$ cat src/rtl/mp_add_sequencer_pkg.sv
// Shared types and constants for the multi-precision add sequencer.
package mpadd_pkg;
  localparam int DW = 16;

  typedef enum logic [1:0] {
    IDLE = 2'd0,
    RUN  = 2'd1,
    DONE = 2'd2
  } state_t;
endpackage

$ cat src/rtl/mp_add_sequencer_if.sv
// Operand/result handshake bundle for mp_add_sequencer.
// MPADD_SUB_EN adds the 'sub' request bit alongside the operands.
interface mp_add_sequencer_if #(parameter int WORDS = 4);
  logic                          inValid;
  logic                          inReady;
  logic [WORDS*mpadd_pkg::DW-1:0] a;
  logic [WORDS*mpadd_pkg::DW-1:0] b;
  logic                          cin;
`ifdef MPADD_SUB_EN
  logic                          sub;
`endif
  logic                          outValid;
  logic                          outReady;
  logic [WORDS*mpadd_pkg::DW-1:0] sum;
  logic                          cout;
  logic                          busy;

  modport master (
`ifdef MPADD_SUB_EN
    output sub,
`endif
    output inValid, a, b, cin, outReady,
    input  inReady, outValid, sum, cout, busy
  );

  modport slave (
`ifdef MPADD_SUB_EN
    input  sub,
`endif
    input  inValid, a, b, cin, outReady,
    output inReady, outValid, sum, cout, busy
  );
endinterface

$ cat src/rtl/mp_add_sequencer_rca.sv
// 16-bit ripple-carry adder built from a chain of full-adder bit cells.
module RCA16b (
  input  logic [15:0] a,
  input  logic [15:0] b,
  input  logic        ci,
  output logic [15:0] s,
  output logic        co
);
  logic [16:0] c;

  assign c[0] = ci;

  for (genvar i = 0; i < 16; i++) begin : g_bit
    assign s[i]   = a[i] ^ b[i] ^ c[i];
    assign c[i+1] = (a[i] & b[i]) | (c[i] & (a[i] ^ b[i]));
  end

  assign co = c[16];
endmodule

$ cat src/rtl/mp_add_sequencer.sv
// Multi-precision adder: latches two WORDS*16-bit operands, then walks one
// shared 16-bit ripple adder across the words, LSW first, chaining a carry reg.
// MPADD_SUB_EN: optional subtract mode (invert B, force initial carry to 1).
module mp_add_sequencer
  import mpadd_pkg::*;
#(
  parameter int WORDS = 4
) (
  input logic               clk,
  input logic               rst_n,
  mp_add_sequencer_if.slave bus
);
  localparam int W  = WORDS * DW;
  localparam int IW = (WORDS > 1) ? $clog2(WORDS) : 1;

  state_t          state, stateNxt;
  logic [W-1:0]    aReg, bReg, sumReg;
  logic [IW-1:0]   idx;
  logic            carry, coutReg;
  logic [DW-1:0]   aWord, bWord, addSum;
  logic            addCout, accept, lastWord, initCarry;
`ifdef MPADD_SUB_EN
  logic            subReg;
`endif

  assign accept   = bus.inValid && (state == IDLE);
  assign lastWord = (idx == IW'(WORDS - 1));

`ifdef MPADD_SUB_EN
  assign initCarry = bus.sub ? 1'b1 : bus.cin;
  assign bWord     = subReg ? ~bReg[DW*int'(idx) +: DW] : bReg[DW*int'(idx) +: DW];
`else
  assign initCarry = bus.cin;
  assign bWord     = bReg[DW*int'(idx) +: DW];
`endif
  assign aWord = aReg[DW*int'(idx) +: DW];

  RCA16b u_rca (
    .a  (aWord),
    .b  (bWord),
    .ci (carry),
    .s  (addSum),
    .co (addCout)
  );

  // State register; async reset aborts any operation in flight.
  always_ff @(posedge clk or negedge rst_n) begin
    if (!rst_n) state <= IDLE;
    else        state <= stateNxt;
  end

  // Next-state: RUN for WORDS cycles, DONE holds until the sink takes it.
  always_comb begin
    stateNxt = state;
    unique case (state)
      IDLE:    if (accept) stateNxt = RUN;
      RUN:     if (lastWord) stateNxt = DONE;
      DONE:    if (bus.outReady) stateNxt = IDLE;
      default: stateNxt = IDLE;
    endcase
  end

  // Datapath: capture operands on accept, then write one result word per RUN cycle.
  always_ff @(posedge clk or negedge rst_n) begin
    if (!rst_n) begin
      aReg    <= '0;
      bReg    <= '0;
      sumReg  <= '0;
      idx     <= '0;
      carry   <= 1'b0;
      coutReg <= 1'b0;
`ifdef MPADD_SUB_EN
      subReg  <= 1'b0;
`endif
    end else if (state == IDLE) begin
      if (accept) begin
        aReg  <= bus.a;
        bReg  <= bus.b;
        carry <= initCarry;
        idx   <= '0;
`ifdef MPADD_SUB_EN
        subReg <= bus.sub;
`endif
      end
    end else if (state == RUN) begin
      sumReg[DW*int'(idx) +: DW] <= addSum;
      carry <= addCout;
      if (lastWord) coutReg <= addCout;
      else          idx     <= idx + IW'(1);
    end
  end

  assign bus.inReady  = (state == IDLE);
  assign bus.busy     = (state == RUN);
  assign bus.outValid = (state == DONE);
  assign bus.sum      = sumReg;
  assign bus.cout     = coutReg;
endmodule

$ cat src/flat_wrapper.sv
// flat-port wrapper written by rule: the top's interface ports become plain ports
module mp_add_sequencer_flat import mpadd_pkg::*;
#(
  parameter int WORDS = 4
)
  (clk, rst_n, bus_inValid, bus_a, bus_b, bus_cin, bus_outReady, bus_inReady, bus_outValid, bus_sum, bus_cout, bus_busy);
  mp_add_sequencer_if #(.WORDS(WORDS)) bus_i ();
  input logic clk;
  input logic rst_n;
  input wire logic [$bits(bus_i.inValid)-1:0] bus_inValid;
  input wire logic [$bits(bus_i.a)-1:0] bus_a;
  input wire logic [$bits(bus_i.b)-1:0] bus_b;
  input wire logic [$bits(bus_i.cin)-1:0] bus_cin;
  input wire logic [$bits(bus_i.outReady)-1:0] bus_outReady;
  output wire logic [$bits(bus_i.inReady)-1:0] bus_inReady;
  output wire logic [$bits(bus_i.outValid)-1:0] bus_outValid;
  output wire logic [$bits(bus_i.sum)-1:0] bus_sum;
  output wire logic [$bits(bus_i.cout)-1:0] bus_cout;
  output wire logic [$bits(bus_i.busy)-1:0] bus_busy;
  assign bus_i.inValid = bus_inValid;
  assign bus_i.a = bus_a;
  assign bus_i.b = bus_b;
  assign bus_i.cin = bus_cin;
  assign bus_i.outReady = bus_outReady;
  assign bus_inReady = bus_i.inReady;
  assign bus_outValid = bus_i.outValid;
  assign bus_sum = bus_i.sum;
  assign bus_cout = bus_i.cout;
  assign bus_busy = bus_i.busy;
  mp_add_sequencer #(.WORDS(WORDS)) u_core (.clk(clk), .rst_n(rst_n), .bus(bus_i));
endmodule
$ cat config.mk
export PLATFORM = sky130hd
export DESIGN_NAME = mp_add_sequencer_flat
export DESIGN_NICKNAME = d
export VERILOG_FILES = /design/src/rtl/mp_add_sequencer_pkg.sv /design/src/rtl/mp_add_sequencer_if.sv /design/src/rtl/mp_add_sequencer_rca.sv /design/src/rtl/mp_add_sequencer.sv /design/src/flat_wrapper.sv
export SDC_FILE = /design/constraint.sdc
export NUM_CORES = 1
export LEC_CHECK = 0
export BUFFER_PORTS_ARGS = -buffer_cell sky130_fd_sc_hd__buf_2
export CAP_MARGIN = 20
export CORE_MARGIN = 2
export CORE_UTILIZATION = 25
export DETAILED_ROUTE_END_ITERATION = 10
export MAX_ROUTING_LAYER = met4
export SYNTH_ARGS = -nofsm -noshare
export SYNTH_HDL_FRONTEND = slang
export SYNTH_HIERARCHICAL = 1
export SYNTH_SLANG_ARGS = --single-unit
$ cat constraint.sdc
create_clock -name clk -period 9.65 [get_ports clk]
set_input_delay 0.4825 -clock clk [delete_from_list [all_inputs] [get_ports clk]]
set_output_delay 0.4825 -clock clk [all_outputs]
set_load 0.02 [all_outputs]
# Word-level counts from Yosys, hierarchy flattened
# Index checks and enable logic that the tools add are counted.
# op_classes
addsub,2
n_eq_ne,7
n_shift,4
muxes,12
bitwise_logic,81
n_reduce_logical,9
# ops
operator,n
$shiftx 64x7->16,2
$bwmux 64,1
$shift 16x33->64 const A,1
$shiftx 16x33->64,1
$neg 6->33,1
$and 1x1->1,32
$xor 1x1->1,32
$or 1x1->1,16
$mux 2,7
$reduce_and 3->1,3
$pmux 2 s3,1
$reduce_and 2->1,3
$eq 2x2->1 const B,2
$ne 2x1->1 const B,2
$ne 2x2->1 const B,2
$mux 1,3
$add 2x1->2 const B,1
$eq 2x1->1 const B,1
$logic_not 2->1,1
$reduce_bool 2->1,1
$logic_and 1x1->1,1
$not 1->1,1
# totals
reg_bits,198
inputBits,133
output_inout_bits,68
word_cells,122

# Longest topological paths before layout
# logic_depth
depth_word,36
depth_mapped,25

# Hierarchy
# The synthesis kept the hierarchy.
# by_module_without_submodules
mod,instances,cells_each,area_per_inst_um2,seq_area_each_um2
mp_add_sequencer,1,494,8179.1,4954.8
RCA16b,1,26,357.8,0.0

# Worst setup path after synthesis
# No wires, ideal clock.
# synth_path
path_kind,reg-to-reg
startpoint,register u_core.idx[0]
endpoint,register u_core.sumReg[31] (netlist: u_core/bus.sum[31])
setup_time_ps,66
arrival_time_ps,7689
slack_ps,1895
stages_incl_launch_ff,25
path_buffers,2
synth_period_minus_slack_ps,7755
cell_sequence,dfrtp_1 -> buf_2 -> buf_2 -> mux4_2 -> fa_1 -> inv_1 -> fa_1 -> inv_1 -> fa_1 -> fa_1 -> fa_1 -> fa_1 -> fa_1 -> fa_1 -> fa_1 -> fa_1 -> fa_1 -> fa_1 -> fa_1 -> fa_1 -> fa_1 -> inv_1 -> fa_1 -> inv_1 -> a22o_1
# synth_via
elab_chain_cells,35
elab_cells_between_ends,83
classes_between,add/sub: 1; shift: 4; mux: 1; bitwise: 77
# synth_rtl
item,line_no,source
start: declaration,mp_add_sequencer.sv:18,logic [IW-1:0] idx;
start signal: assignment,mp_add_sequencer.sv:89,else idx <= idx + IW'(1);
$shiftx 64x7->16 *,mp_add_sequencer.sv:36,assign aWord = aReg[DW*int'(idx) +: DW];
via u_core.aWord[0],mp_add_sequencer.sv:20,"logic [DW-1:0] aWord, bWord, addSum;"
$xor 1x1->1,mp_add_sequencer_rca.sv:15,assign c[i+1] = (a[i] & b[i]) | (c[i] & (a[i] ^ b[i]));
$and 1x1->1,mp_add_sequencer_rca.sv:15,
$or 1x1->1 *,mp_add_sequencer_rca.sv:15,
$and 1x1->1 *,mp_add_sequencer_rca.sv:15,
$or 1x1->1 *,mp_add_sequencer_rca.sv:15,
$and 1x1->1 *,mp_add_sequencer_rca.sv:15,
[... 21 more ...],-,
$and 1x1->1 *,mp_add_sequencer_rca.sv:15,
$or 1x1->1 *,mp_add_sequencer_rca.sv:15,
$and 1x1->1 *,mp_add_sequencer_rca.sv:15,
$or 1x1->1 *,mp_add_sequencer_rca.sv:15,
$xor 1x1->1 *,mp_add_sequencer_rca.sv:14,assign s[i] = a[i] ^ b[i] ^ c[i];
via u_core.addSum[15],mp_add_sequencer.sv:20,
$shiftx 16x33->64 *,mp_add_sequencer.sv:86,sumReg[DW*int'(idx) +: DW] <= addSum;
$bwmux 64 *,mp_add_sequencer.sv:86,
end signal: indexed assignment,mp_add_sequencer.sv:86,
end: declaration,mp_add_sequencer.sv:17,"logic [W-1:0] aReg, bReg, sumReg;"
# Mark *: on every way through the listed nets, which the timed path passes. The rest lies on a longest branch.
# A chain may end at the register's enable or synchronous reset.

# Final worst setup path
# Same ends and word-level chain as after synthesis.

==> results.tsv <==
stage	metric	value	unit
floorplan	die area	35600	um2
placement	Placer Congestion	0.757	
worst_setup_path	critical path capture point type	register	
sta	Final period util	0.852	
worst_setup_path	reg2reg end	u_core/bus.sum[31]	
worst_setup_path	reg2reg path depth	22	
floorplan	core area	33600	um2
sta	relative slew slack	0.316	
clocking	worst skew pair latency	0.43	ns
worst_setup_path	Critical Path Start	u_core/idx[0]	
floorplan	row cnt	67	
placement	HPWL Detailed	17800	um
clocking	CTS tree	yes	
clocking	CTS resizes	0	
hold_path	critical hold path startpoint	bus_outReady	
sta	RSZ-0062 raised after global routing	no	
detailed_routing	wire per inst	19.8	um
logic_synthesis	flops & latches, synth	198	
logic_synthesis	Mapped Avg Cell Area	16.4	um2
detailed_routing	DRT Wirelength	23500	um
worst_setup_path	Crit Path Category	register to register	
clocking	H-tree depth	4	
detailed_routing	initial DRC count	314	
power_and_ir_drop	pwr dens	401	nW/um2
logic_synthesis	synthesized area	8540	um2
sta	final setup TNS	0	ns
layout	Final nets	869	
power_and_ir_drop	Peak VDD IR	0.000215	V
detailed_routing	remaining antenna violation count	0	
layout	Multi-input gate area	3350	um2
floorplan	Die Span X	189	um
logic_synthesis	sequential share of the synthesized area	0.580	
sta	Fin. Hold Viols	0	
clocking	clk slew on worst S/H paths	0.07	ns
hold_path	Hold WC Path Type	input pin to register	
worst_setup_path	CP Launch Type	register	
worst_setup_path	worst r2r src	u_core/idx[0]	
logic_synthesis	post-synthesis cell type count	29	
layout	share of post-route cells with drive strength above 1	0.562	
global_routing	largest net degree at the start of global routing	77	
sta	worst-margin pin slew	1.02	ns
layout	area grow syn2layout	24.1	%
logic_synthesis	Syn Nets	674	
floorplan	Die Ht	189	um
worst_setup_path	CP Data Arrival Time	8.59	ns
sta	Final min period	8.22	ns
layout	Filler cells	3354	
detailed_routing	vias	5204	
sta	fmax	122	MHz
clocking	clk sinks	198	
logic_synthesis	Mapped Cells	520	
floorplan	Ports	201	
clocking	CTS Buf Count	17	
run	Max Cap Violations	0	
detailed_routing	drc violations	0	
sta	final setup fails	0	
hold_path	hold path depth	2	
detailed_routing	number of detailed-route iterations in the first pass	5	
hold_path	hold-critical path endpoint	u_core/state[1]	
status	status	completed	
global_routing	first-pass GRT wire length	35400	um
worst_setup_path	CP Data Required Time	10.02	ns
layout	Reg area	4960	um2
detailed_routing	vias per cell	4.39	
sta	Final Skew	0.00984	ns
clocking	Root Buffer Master	clkbuf_16	
global_routing	total grt overflow	0	
sta	worst setup margin	1.43	ns
placement	PortBufs	200	
power_and_ir_drop	Leakage	4.88	nW
global_routing	total track usage	0.140	
global_routing	initial antenna violation count	11	
placement	Placement Setup Slack	1.41	ns
worst_setup_path	r2r setup slk	1.43	ns
global_routing	vias in the first global route	5545	
floorplan	Starting Density	0.254	
worst_setup_path	CP Max Fanout	22	
sta	Final Max Tran Viols	0	
logic_synthesis	Syn. warnings	6	
clocking	CTS max path bufs	2	
==> report_power, final <==
part / switching [mW] / internal (mW)
clock network: 0.337 / 0.346
logic: 1.17 / 0.947
registers: 0.246 / 1.19
==> critical path, cell delays in order (launching register included) <==
cell     delay, ns
dfrtp_2       0.87
mux4_2        0.63
fa_1          0.43
inv_1         0.07
fa_1          0.16
inv_1         0.06
fa_1          0.39
fa_1          0.42
fa_1          0.39
fa_1          0.40
fa_1          0.40
fa_1          0.40
fa_1          0.39
fa_1          0.39
fa_1          0.39
fa_1          0.39
fa_1          0.43
fa_1          0.40
fa_1          0.37
inv_1         0.08
fa_1          0.40
inv_1         0.13
a22o_1        0.15
==> cell usage after synthesis <==
| library cell | count | area, um2 |
|---|---|---|
| clkbuf_2 | 1 | 5.00 |
| inv_1 | 15 | 56.3 |
| nor2b_1 | 1 | 6.26 |
| and4_1 | 1 | 8.76 |
| dfrtp_1 | 198 | 4950 |
| nor4_2 | 1 | 12.5 |
| nor2_1 | 5 | 18.8 |
| nor4_1 | 1 | 6.26 |
| clkbuf_1 | 7 | 26.3 |
| fa_1 | 16 | 320 |
| mux2_2 | 128 | 1440 |
| nor4b_4 | 1 | 23.8 |
| and3b_1 | 1 | 8.76 |
| nand2_1 | 1 | 3.75 |
| ha_1 | 5 | 62.6 |
| nand3b_4 | 1 | 20.0 |
| nor3_2 | 2 | 20.0 |
| mux4_2 | 32 | 721 |
| buf_4 | 13 | 97.6 |
| a21oi_1 | 1 | 5.00 |
| mux2_1 | 2 | 22.5 |
| buf_2 | 12 | 60.1 |
| nand3b_1 | 2 | 15.0 |
| nor3b_2 | 1 | 12.5 |
| o21ai_0 | 3 | 15.0 |
| nand2b_1 | 2 | 12.5 |
| a22o_1 | 65 | 569 |
| buf_1 | 1 | 3.75 |
| nor3b_1 | 1 | 7.51 |
==> state kept, by name, summed over array words and instances, names as in the netlist <==
signal           flops
u_core/carry         1
u_core/state         2
u_core/bus.sum      64
u_core/bReg         64
u_core/idx           2
u_core/bus.cout      1
u_core/aReg         64
==> layout make-up <==
class,count,share of cell area
flip-flops and latches,198,0.468
multi-input cells,273,0.316
repair buffers,210,0.103
well taps,448,0.0529
clock buffers,19,0.0418
clock inverters,13,0.0109
inverters,15,0.00532
diodes,10,0.00236
==> stage by stage <==
stage / hold WS, ns / instances / total power, mW / area, um2 / util
after floorplan: 0.187 / 520 / 2.82 / 8540 / -
after global placement: 0.465 / 1143 / 3.57 / 10000 / 0.297
after detailed placement: 0.466 / 1143 / 3.62 / 10000 / 0.297
after CTS: 0.223 / 1176 / 4.31 / 10600 / 0.314
after global routing: 0.238 / 1186 / 4.52 / 10600 / 0.315
final: 0.251 / 1186 / 4.24 / 10600 / 0.315
==> layer usage <==
layer | global-route usage | routed length [um] | vias up
met5 | - | 0 | -
li1 | - | - | 2336
met4 | 0.0325 | 237 | 0
met1 | 0.175 | 10300 | 2704
met2 | 0.220 | 11500 | 148
met3 | 0.0469 | 1500 | 16
==> logic make-up after synthesis <==
group,after synthesis,share of synthesized area
muxes,162,0.256
buffers and inverters,49,0.0292
AOI/OAI and AO/OA,69,0.0690
and+or+nand+nor,21,0.0207
DFF,198,0.580
adders and majority gates,21,0.0448
==> cell usage in the layout (no fill, tap or decap), drive strengths merged, types with 3 or more instances in the layout <==
cell type / netlist / layout
buf: 26 / 208
dfrtp: 198 / 198
mux2: 130 / 130
a22o: 65 / 65
mux4: 32 / 32
inv: 15 / 21
clkbuf: 8 / 20
fa: 16 / 16
diode: 0 / 10
nor2: 5 / 5
ha: 5 / 5
clkinv: 0 / 5
o21ai: 3 / 3
nand3b: 3 / 3
==> what timing repair did <==
| item | CTS | global route |
|---|---|---|
| hold endpoints to repair | 48 | 0 |
| hold buffers | 1 | 0 |
| setup buffers | 0 | 0 |
| endpoints found under the setup margin | 0 | 0 |
==> worst max-delay path by stage <==
stage | cells after the start | to
after floorplan | 24 | u_core/bus.sum[31]
after global placement | 22 | u_core/bus.sum[47]
after detailed placement | 22 | u_core/bus.sum[31]
after CTS | 22 | u_core/bus.sum[31]
after global routing | 22 | u_core/bus.sum[63]
final | 22 | u_core/bus.sum[31]
(Power assumes the default switching activity.)
